## config.mk

```make
export PLATFORM = sky130hd
export DESIGN_NAME = rd_mux_sequencer
export DESIGN_NICKNAME = d
export VERILOG_FILES = /design/src/rtl/rd_mux_sequencer.sv
export SDC_FILE = /design/constraint.sdc
export NUM_CORES = 1
export LEC_CHECK = 0
export CAP_MARGIN = 20
export CORE_ASPECT_RATIO = 0.9
export CORE_UTILIZATION = 35
export CTS_CLUSTER_DIAMETER = 50
export DETAILED_ROUTE_END_ITERATION = 8
export HOLD_SLACK_MARGIN = 0.08
export PLACE_DENSITY = 0.73
export SLEW_MARGIN = 20
export SYNTH_ARGS = -nofsm -noshare
export SYNTH_HDL_FRONTEND = slang
export SYNTH_SLANG_ARGS = --single-unit
```

## constraint.sdc

```tcl
create_clock -name clk -period 1.3 [get_ports clk]
set_input_delay 0.39 -clock clk [delete_from_list [all_inputs] [get_ports clk]]
set_output_delay 0.39 -clock clk [all_outputs]
set_load 0.02 [all_outputs]
```

## src/rtl/rd_mux_sequencer.sv

```systemverilog
// ============================================================================
// Module   : rd_mux_sequencer
// Purpose  : Per-lane sequencer driving one registered rdDataMux through
//            multi-beat operand reads, with output valid/last/backpressure.
// Revision : 1.0  initial release
// ============================================================================
`default_nettype none

module rd_mux_sequencer #(
    parameter  int DATA_WIDTH      = 8,
    parameter  int N               = 4,
    parameter  int MAX_BEATS       = 16,
    parameter  int ENABLE_STALLING = 1,
    localparam int SELW            = $clog2(N),
    localparam int BW              = $clog2(MAX_BEATS)
) (
    input  logic                       clk,
    input  logic                       rst,
    input  logic                       req_valid,
    output logic                       req_ready,
    input  logic [SELW-1:0]            req_base0,
    input  logic [SELW-1:0]            req_base1,
    input  logic [BW-1:0]              req_beats_m1,
    input  logic                       req_scalar,
    input  logic [DATA_WIDTH-1:0]      req_scalar_data,
    output logic [1:0][SELW-1:0]       mux_sel,
    output logic                       mux_uses_scalar,
    output logic [DATA_WIDTH-1:0]      mux_scalar_data,
    output logic                       mux_stall,
    output logic                       data_valid,
    output logic                       data_last,
    input  logic                       data_ready,
    output logic                       busy
);

    typedef enum logic [1:0] {
        S_IDLE  = 2'd0,
        S_ISSUE = 2'd1,
        S_DRAIN = 2'd2
    } state_t;

    state_t                  r_state;
    state_t                  w_state_nxt;

    logic [SELW-1:0]         r_base0;
    logic [SELW-1:0]         r_base1;
    logic [BW-1:0]           r_beats_m1;
    logic [BW-1:0]           r_beat;
    logic                    r_uses_scalar;
    logic [DATA_WIDTH-1:0]   r_scalar_data;
    logic                    r_valid;
    logic                    r_last;

    logic                    w_ready_eff;
    logic                    w_stall;
    logic                    w_accept;
    logic                    w_issue;
    logic                    w_last_beat;
    logic [SELW-1:0]         w_beat_sel;

    // Without stalling support the consumer is assumed to always take the beat.
    assign w_ready_eff = (ENABLE_STALLING != 0) ? data_ready : 1'b1;
    assign w_stall     = r_valid && !w_ready_eff;
    assign w_accept    = req_valid && (r_state == S_IDLE);
    assign w_issue     = (r_state == S_ISSUE) && !w_stall;
    assign w_last_beat = (r_beat == r_beats_m1);

    // Bank index wraps modulo N by truncation to SELW bits.
    assign w_beat_sel  = SELW'(r_beat);

    always_ff @(posedge clk) begin
        if (rst) begin
            r_state <= S_IDLE;
        end else begin
            r_state <= w_state_nxt;
        end
    end

    always_comb begin
        w_state_nxt = r_state;
        case (r_state)
            S_IDLE: begin
                if (w_accept) begin
                    w_state_nxt = S_ISSUE;
                end
            end
            S_ISSUE: begin
                if (w_issue && w_last_beat) begin
                    w_state_nxt = S_DRAIN;
                end
            end
            S_DRAIN: begin
                if (!w_stall) begin
                    w_state_nxt = S_IDLE;
                end
            end
            default: begin
                w_state_nxt = S_IDLE;
            end
        endcase
    end

    always_ff @(posedge clk) begin
        if (rst) begin
            r_base0       <= '0;
            r_base1       <= '0;
            r_beats_m1    <= '0;
            r_beat        <= '0;
            r_uses_scalar <= 1'b0;
            r_scalar_data <= '0;
            r_valid       <= 1'b0;
            r_last        <= 1'b0;
        end else begin
            if (w_accept) begin
                r_base0       <= req_base0;
                r_base1       <= req_base1;
                r_beats_m1    <= req_beats_m1;
                r_beat        <= '0;
                r_uses_scalar <= req_scalar;
                if (req_scalar) begin
                    r_scalar_data <= req_scalar_data;
                end
            end

            // Valid/last shadow the mux's one-cycle registered output.
            if (w_issue) begin
                r_valid <= 1'b1;
                r_last  <= w_last_beat;
                if (!w_last_beat) begin
                    r_beat <= r_beat + 1'b1;
                end
            end else if (!w_stall) begin
                r_valid <= 1'b0;
                r_last  <= 1'b0;
            end

            if ((r_state != S_IDLE) && (w_state_nxt == S_IDLE)) begin
                r_uses_scalar <= 1'b0;
            end
        end
    end

    assign req_ready       = (r_state == S_IDLE);
    assign mux_sel[0]      = r_base0 + w_beat_sel;
    assign mux_sel[1]      = r_base1 + w_beat_sel;
    assign mux_uses_scalar = r_uses_scalar;
    assign mux_scalar_data = r_scalar_data;
    assign mux_stall       = w_stall;
    assign data_valid      = r_valid;
    assign data_last       = r_last;
    assign busy            = (r_state != S_IDLE) || r_valid;

endmodule

`default_nettype wire

```

; Word level (Yosys, flattened, before mapping)
; Cells that the tools add are included.
[totals]
register_bits = 25
inputBits = 21
output_inout_bits = 18
elab_cells = 39
[op_classes]
addsub = 3
n_eq_ne = 4
muxes = 10
reduce_logical = 13
[op_table]
columns = op, n
row1 = $mux W4, 3
row2 = $mux W2, 3
row3 = $pmux W2 S3, 1
row4 = $logic_and A1 B1 Y1, 5
row5 = $add A2 B2 Y2, 2
row6 = $add A4 B1 Y4 const B, 1
row7 = $eq A4 B4 Y1, 1
row8 = $logic_not A2 Y1, 2
row9 = $mux W1, 3
row10 = $eq A2 B1 Y1 const B, 1
row11 = $eq A2 B2 Y1 const B, 1
row12 = $logic_not A1 Y1, 2
row13 = $ne A2 B1 Y1 const B, 1
row14 = $reduce_and A2 Y1, 1
row15 = $reduce_bool A2 Y1, 1
row16 = $reduce_or A2 Y1, 1
row17 = $logic_or A1 B1 Y1, 1

; Longest topological paths before layout
; Gate-level depths: netlist (run 1).
[logic_depth]
depth_word = 10
mapped_depth = 5
mapped_depth_nobuf = 5

; Worst setup path after synthesis (run 1)
; No wires, ideal clock.
[synth_path]
path_kind = register to output
start = register r_beat[0]
end = output mux_sel[1] (netlist bit)
arrival_time_ns = 1.058
required_time_ns = 0.910
path_slack_ns = -0.148
stages_incl_launch_ff = 4
path_buffers = 0
path_cell_list = dfxtp_1 > ha_1 > xnor2_1 > xnor2_1
[synth_lines]
columns = element, line_no
row1 = start: declaration, 48  ; logic [BW-1:0] r_beat;
row2 = start signal: assignment, 130  ; r_beat <= r_beat + 1'b1;
row3 = end: declaration, 26  ; output logic [1:0][SELW-1:0] mux_sel,

==> results of run 1 <==
==> placed cells by master, fill, tap and decap left out, types with 2 or more instances in the layout <==
cell | netlist | final
sky130_fd_sc_hd__dfxtp_2 | 0 | 10
sky130_fd_sc_hd__o21ai_1 | 0 | 2
sky130_fd_sc_hd__dlygate4sd2_1 | 0 | 2
sky130_fd_sc_hd__dfxtp_4 | 0 | 2
sky130_fd_sc_hd__buf_6 | 0 | 17
sky130_fd_sc_hd__clkbuf_4 | 0 | 3
sky130_fd_sc_hd__and2_4 | 0 | 2
sky130_fd_sc_hd__nand2_2 | 0 | 14
sky130_fd_sc_hd__buf_4 | 2 | 11
sky130_fd_sc_hd__a21oi_1 | 22 | 7
sky130_fd_sc_hd__nand2_1 | 39 | 17
sky130_fd_sc_hd__clkdlybuf4s50_1 | 0 | 18
sky130_fd_sc_hd__a21oi_2 | 0 | 15
sky130_fd_sc_hd__xnor2_4 | 0 | 3
sky130_fd_sc_hd__ha_4 | 0 | 2
sky130_fd_sc_hd__nand2_4 | 0 | 7
sky130_fd_sc_hd__xnor2_1 | 9 | 3
sky130_fd_sc_hd__buf_2 | 1 | 9
sky130_fd_sc_hd__dfxtp_1 | 25 | 13
sky130_fd_sc_hd__o211ai_1 | 2 | 2
sky130_fd_sc_hd__xnor2_2 | 0 | 3
sky130_fd_sc_hd__nor2_4 | 0 | 3
sky130_fd_sc_hd__nand2b_4 | 0 | 2
==> cells by family after synthesis <==
logic type | Yosys count
compound gates | 30
flops | 25
xor+xnor | 10
fa+ha+maj | 3
simple gates | 56
buf+inv | 8
==> cell type report <==
| class | count | area share (%) |
|---|---|---|
| tap | 42 | 2.59 |
| sequential | 25 | 25.7 |
| timing repair buffer | 58 | 26.5 |
| clock inverter | 1 | 0.247 |
| clock buffer | 3 | 1.11 |
| multi-input combinational | 100 | 43.7 |
| inverter | 1 | 0.185 |
==> worst max-delay path: stages, from the launching register on <==
cell,delay [ps]
sky130_fd_sc_hd__dfxtp_4,390
sky130_fd_sc_hd__ha_4,170
sky130_fd_sc_hd__xnor2_4,140
sky130_fd_sc_hd__xnor2_2,120
sky130_fd_sc_hd__buf_4,150
==> through the flow <==
step	setup WS, ps	area, sq um	setup TNS [ps]	cells
after floorplan	-24.0	1170	-48.1	132
after detailed placement	-721	1640	-11310	217
final	-386	2030	-3270	230
after CTS	-398	1780	-1610	226
after global placement	-697	1640	-10680	217
after global routing	-451	2030	-4670	230
==> state kept, by name (all words and copies together), names as in the netlist, 2 cells and up <==
| name | flops |
|---|---|
| r_beats_m1 | 4 |
| r_base1 | 2 |
| r_base0 | 2 |
| r_state | 2 |
| r_beat | 4 |
| mux_scalar_data | 8 |
==> per-layer routing <==
layer / vias up / track usage [%] / wire (microns)
met5: - / 0 / 0
met4: 0 / 5.71 / 33
met3: 4 / 4.45 / 169
met2: 31 / 32.5 / 1820
met1: 552 / 23.4 / 1340
li1: 558 / - / -
==> power by group through the flow <==
stage                     clock network (uW)  logic (uW)  registers (uW)
final                                    362         667             863
after global placement                     0         462             864
after global routing                     406         707             868
after detailed placement                   0         473             867
after CTS                                360         533             855
after floorplan                            0         242             891
==> how the worst min path moves through the flow <==
stage | from | end | cells after the start
global placement | mux_scalar_data[5]$_SDFFE_PP0P_ | mux_scalar_data[5]$_SDFFE_PP0P_ | 2
global route | mux_scalar_data[1]$_SDFFE_PP0P_ | mux_scalar_data[1]$_SDFFE_PP0P_ | 2
floorplan | r_beats_m1[0]$_SDFFE_PP0P_ | r_beats_m1[0]$_SDFFE_PP0P_ | 2
detailed placement | mux_scalar_data[4]$_SDFFE_PP0P_ | mux_scalar_data[4]$_SDFFE_PP0P_ | 2
finish | mux_scalar_data[1]$_SDFFE_PP0P_ | mux_scalar_data[1]$_SDFFE_PP0P_ | 2
CTS | mux_scalar_data[4]$_SDFFE_PP0P_ | mux_scalar_data[4]$_SDFFE_PP0P_ | 2
==> timing repair <==
item                       4_1_cts  5_1_grt
setup endpoints to repair       34       29
cloned                           0        1
pin swaps                        7       35
buffers inserted                 5        3
gates resized for setup        119       62
==> metrics.yaml, run 1 <==
worstPathArrival_ps: 1300
yosys_warnings: 0
cts.sinks: 25
antenna_found_initial: 0
synthTopCellsByCount: "sky130_fd_sc_hd__nand2_1 (39), sky130_fd_sc_hd__dfxtp_1 (25), sky130_fd_sc_hd__a21oi_1 (22)"
quantity_of_i_o_buffers_inserted_on_ports: 38
setup_viol_count_final: 29
post_synth_num_cell_types: 29
avgSynthCellArea_sq_um: 8.44
portion_of_netlist_area_occupied_by_mux_cells_pct: 0
power.switching_fraction_pct: 33.0
cell_int_power_uw: 1270
critPathCapture: "mux_sel[1]"
rsz0062_at_grt: "true"
drt_iter0_markers: 13
reg2reg_slack_ps: -120
sequentialPowerShare_pct: 45.6
timing_hold_violations_final: 0
initial_core_util_pct: 36.6
insertion_delay_ps: 320
xor_xnor_cell_area_share_of_the_yosys_netlist_pct: 7.87
path_max_fanout: 3
layout-area-overhead-vs-synth_pct: 82.0
synth_largest_area_cell: "sky130_fd_sc_hd__dfxtp_1"
critical_r2r_launch: "r_state[1]$_SDFF_PP0_"
io_pins: 39
placeableCoreArea_sq_um: 3040
global_route_wire_length_before_repair_mm: 4.93
root_buf_cell: "sky130_fd_sc_hd__clkbuf_4"
drc: 0
grt_start_max_net_pins: 15
n_fill_cell: 256
synthSimpleGateAreaFrac_pct: 23.6
critPathLaunch: "r_beat[0]$_SDFF_PP0_"
num_rows: 19
relative_slew_slack_pct: 72.1
grt_use_total_pct: 19.1
fin_crit_sh_pct: 130
crit_reg_reg_endpoint: "r_beat[0]$_SDFF_PP0_"
cp_data_required_time_ps: 910
power_density_nw_per_um2: 933
yosysSeqAreaShare_pct: 44.9
totalWireLength_mm: 3.37
clock_transition_at_the_registers_of_the_reported_paths_ps: 140
combinational_share_of_power_pct: 35.2
hp-class: "flop to flop"
maxCapViolations: 0
remaining_antenna_violation_count_after_routing: 0
timing.final.crit_period_ps: 1690
yosys.cell_count.top_type: "sky130_fd_sc_hd__nand2_1"
detail_route.first_pass.iterations: 3
cp-start-kind: "flop"
final-seq-area_sq_um: 520
static-leakage-power_uw: 0.000795
worst_ir_drop_vdd_mv: 0.480
syn-num-nets: 156
report.final.slew_viol_count: 0
synth.cell_area_sq_um: 1110
routed_via_density: 4.98
share_clk_of_total_power_pct: 19.2
run_status: "finished, violations left"
fmaxAchievable_mhz: 593
violated_checks: "negative setup slack"
gp_congestion: 0.748
htreeDepth: 1
tightestPinTransition_ps: 418
post_synthesis_adder_cell_area_fraction_pct: 3.37
switchingPower_uw: 624
synth_top_area_share_pct: 44.9
holdBufCountCts: 0
ys_ff_latch: 25
compound_gate_fraction_of_synth_area_pct: 14.9
postSynth.topFlopCell: "sky130_fd_sc_hd__dfxtp_1"
dieWidth_microns: 61.5
multiInputGateArea_sq_um: 886
antenna-diode-count: 0
layout-drive-gt1-share_pct: 60.6
fin_ws_ps: -386
layout.core_utilization_pct: 66.6
ctsLongestPathBuffers: 2
syn_inst_count: 132
finalNetCount: 213
r2r.worst_path.cells: 7
fin_worst_skew_ps: 10.7
area_enclosed_by_the_die_boundary_sq_um: 3410
hpwl_dp_mm: 2.01
worst_hold_slack_ps: 462
criticalPathCategory: "flop to output port"
clock_tree_from_tritoncts: "done"
grt_overflow_total: 0
synth_top_family_by_area: "simple AND/OR/NAND/NOR gates"
post-layout-total-power_uw: 1890
cts_buffers: 3
fp.dieH_microns: 55.5
ys_async_sr_fraction_pct: 0
post_synth_main_area_contributors: "sky130_fd_sc_hd__dfxtp_1 (45%), sky130_fd_sc_hd__nand2_1 (13%), sky130_fd_sc_hd__a21oi_1 (9.9%)"
num_vias: 1145
cp-end-kind: "output port"
first_global_vias: 1112
routedWlPerCell_microns: 14.6
number_of_flops_mapped_to_enable_cells_by_yosys: 0
No activity file was read; power rests on OpenSTA's default activity.
==> run 2, diff against run 1 <==
--- a/config.mk
+++ b/config.mk
@@ -7,11 +7,12 @@
 export LEC_CHECK = 0
 export CAP_MARGIN = 20
 export CORE_ASPECT_RATIO = 0.9
-export CORE_UTILIZATION = 35
+export CORE_UTILIZATION = 44
 export CTS_CLUSTER_DIAMETER = 50
 export DETAILED_ROUTE_END_ITERATION = 8
 export HOLD_SLACK_MARGIN = 0.08
-export PLACE_DENSITY = 0.73
+export PLACE_DENSITY = 0.86
+export RECOVER_POWER = 100
 export SLEW_MARGIN = 20
 export SYNTH_ARGS = -nofsm -noshare
 export SYNTH_HDL_FRONTEND = slang
==> run 2 against run 1 <==
Compared with the run above:
- the flow still finishes with violations (negative setup slack)
- non-clock buffer count is 6 higher
- worst setup slack got worse by 17 ps
- sequential share of layout area increased by 0.13 points
- first-iteration DRC count up 120%
- sequential power barely moved
- cell count fell by 4.3%
- combinational power rose by 5.1%
- critical path depth did not move
- largest power group unchanged
- highest routed layer unchanged
==> metrics.yaml, run 2 (synthesized netlist as in run 1, its figures left out) <==
run_status: "finished, violations left"
violated_checks: "negative setup slack"
timing_hold_violations_final: 0  # unchanged
cp-start-kind: "flop"
power_density_nw_per_um2: 957  # +2.5%
drt_iter0_markers: 29  # +16
fmaxAchievable_mhz: 587  # -1.0%
detail_route.first_pass.iterations: 4  # +1
placeableCoreArea_sq_um: 2280  # -25%
worstPathArrival_ps: 1310  # about the same
grt_use_total_pct: 26.2  # +7.1 points
grt_start_max_net_pins: 14  # -1
n_fill_cell: 100  # -61%
timing.critical_path.cells: "ha_4 > xnor2_4 > xnor2_2 > buf_4"
layout-area-overhead-vs-synth_pct: 80.7
fin_ws_ps: -403  # -17.3 ps
area_enclosed_by_the_die_boundary_sq_um: 2740  # -20%
quantity_of_i_o_buffers_inserted_on_ports: 38  # unchanged
fin_worst_skew_ps: 7.79  # -2.94 ps
hpwl_dp_mm: 2.15  # +6.9%
num_rows: 16  # -3
num_vias: 1259  # +10%
rsz0062_at_grt: "true"
placement.cell_area_sq_um: 1640  # -0.23%
routed_via_density: 5.72  # +15%
global_route_wire_length_before_repair_mm: 5.06  # +2.7%
commonest_cells_after_routing_fill_and_taps_aside: "sky130_fd_sc_hd__nand2_1 (22), sky130_fd_sc_hd__dfxtp_1 (18), sky130_fd_sc_hd__buf_6 (18), sky130_fd_sc_hd__clkdlybuf4s50_1 (17), sky130_fd_sc_hd__buf_4 (15)"
grt_overflow_total: 0  # unchanged
criticalPathCategory: "flop to output port"
cp-end-kind: "output port"
report.final.slew_viol_count: 0  # unchanged
io_pins: 39  # unchanged
tns_ps: -3180  # +83.2 ps
tightestPinTransition_ps: 405  # -12.2 ps
hp-class: "flop to flop"
remaining_antenna_violation_count_after_routing: 0  # unchanged
cts.sinks: 25  # unchanged
relative_slew_slack_pct: 72.9  # +0.81 points
path_max_fanout: 3  # unchanged
maxCapViolations: 0  # unchanged
antenna_found_initial: 0  # unchanged
root_buf_cell: "sky130_fd_sc_hd__clkbuf_4"
most_frequent_standard_cell_in_the_layout_excluding_fill_and_tap_cells: "sky130_fd_sc_hd__nand2_1"
worst_ir_drop_vdd_mv: 1.03  # +110%
gp_congestion: 0.836  # +12%
holdBufCountCts: 0  # unchanged
static-leakage-power_uw: 0.000830  # +4.4%
largest_register_ff_count: 8  # unchanged
cts_buffers: 3  # unchanged
dieWidth_microns: 55.0  # -10%
timing.critical_path.buf_inv: 1  # unchanged
fin_crit_sh_pct: 131  # +1.3 points
timing.final.crit_period_ps: 1700  # +17.3 ps
ctsLongestPathBuffers: 2  # unchanged
antenna-diode-count: 0  # unchanged
worst_path_largest_cell_delay_ps: 390  # about the same
htreeDepth: 1  # unchanged
cpMaxStageDelayCell: "sky130_fd_sc_hd__dfxtp_4"
finalNetCount: 218  # +2.3%
initial_core_util_pct: 48.8  # +12 points
clock_transition_at_the_registers_of_the_reported_paths_ps: 140  # about the same
routedWlPerCell_microns: 19.0  # +30%
final_area_sq_um: 2010  # -0.74%
cp_data_required_time_ps: 910  # about the same
setup_viol_count_final: 29  # unchanged
first_global_vias: 1142  # +2.7%
drc: 0  # unchanged
layout-drive-gt1-share_pct: 53.4  # -7.3 points
fp.dieH_microns: 49.7  # -10%
insertion_delay_ps: 330  # about the same
totalWireLength_mm: 4.18  # +24%
critPathTopFamily: "flip-flops"
clock_tree_from_tritoncts: "done"
==> run 2: cell types whose count changed in the layout (fill, tap and decap cells not counted), moves of 2 or more <==
| cell | before | now |
|---|---|---|
| sky130_fd_sc_hd__nand2_2 | 14 | 9 |
| sky130_fd_sc_hd__dfxtp_2 | 10 | 3 |
| sky130_fd_sc_hd__nor2_4 | 3 | 1 |
| sky130_fd_sc_hd__nand2_1 | 17 | 22 |
| sky130_fd_sc_hd__buf_4 | 11 | 15 |
| sky130_fd_sc_hd__dfxtp_4 | 2 | 4 |
| sky130_fd_sc_hd__dfxtp_1 | 13 | 18 |
| sky130_fd_sc_hd__a21oi_2 | 15 | 11 |
| sky130_fd_sc_hd__clkbuf_2 | 0 | 2 |
| sky130_fd_sc_hd__a21oi_1 | 7 | 11 |
==> run 2: where the power goes <==
group	leakage (uW)	total, uW	internal, uW	switching (uW)
Clock	0.0000150	364	120	243
Sequential	0.000208	860	813	47.4
Combinational	0.000607	701	352	349
==> run 2: worst paths after layout <==
check	from	end	slack, ps	cells after the start
worst max register to register	r_beat[0]$_SDFF_PP0_	r_beat[1]$_SDFF_PP0_	-200	6
worst min register to register	mux_scalar_data[2]$_SDFFE_PP0P_	mux_scalar_data[2]$_SDFFE_PP0P_	470	2
worst max-delay path	r_beat[0]$_SDFF_PP0_	mux_sel[1]	-400	4
worst min-delay path	mux_scalar_data[2]$_SDFFE_PP0P_	mux_scalar_data[2]$_SDFFE_PP0P_	470	2
==> run 2: tightest hold or removal path, stage by stage, from the launching register on <==
cell,delay (ps)
sky130_fd_sc_hd__dfxtp_1,340
sky130_fd_sc_hd__nand2_2,50
sky130_fd_sc_hd__a21oi_1,50
==> run 2: stage by stage <==
stage / power [uW] / utilization [%] / setup slack, ps / instances / hold slack [ps]
floorplan: 1130 / - / -24.0 / 132 / 449
global placement: 1330 / 71.7 / -694 / 204 / 441
detailed placement: 1350 / 71.7 / -756 / 204 / 451
CTS: 1750 / 76.4 / -416 / 212 / 463
global route: 2000 / 88.2 / -477 / 220 / 491
finish: 1930 / 88.2 / -403 / 220 / 469
==> run 2: final cells by class <==
type / instances / area, sq um / share of cell area [%]
multi-input cells: 99 / 843 / 41.9
repair buffers: 64 / 583 / 29.0
flip-flops and latches: 25 / 519 / 25.8
well taps: 27 / 33.8 / 1.68
clock buffers: 4 / 26.3 / 1.31
inverters: 1 / 6.26 / 0.311
==> run 2: timing repair <==
item                                    CTS  global route
buffers inserted                          3            11
endpoints found under the setup margin   34            30
pin swaps                                 4            30
cloned                                    1             0
gates resized for setup                 113            61
==> run 2: routing by layer <==
| metal | vias to the layer above | part of all wire [%] | GRT usage (%) |
|---|---|---|---|
| li1 | 567 | - | - |
| met1 | 610 | 35 | 29.2 |
| met2 | 66 | 56 | 44.6 |
| met3 | 16 | 5.5 | 8.02 |
| met4 | 0 | 3.9 | 10.4 |
| met5 | - | 0 | 0 |
==> run 3, diff against run 2 <==
--- a/config.mk
+++ b/config.mk
@@ -9,6 +9,7 @@
 export CORE_ASPECT_RATIO = 0.9
 export CORE_UTILIZATION = 44
 export CTS_CLUSTER_DIAMETER = 50
+export CTS_CLUSTER_SIZE = 20
 export DETAILED_ROUTE_END_ITERATION = 8
 export HOLD_SLACK_MARGIN = 0.08
 export PLACE_DENSITY = 0.86
==> results of run 3 <==
No change in the layout: final DEF, timing and power equal those of run 2.
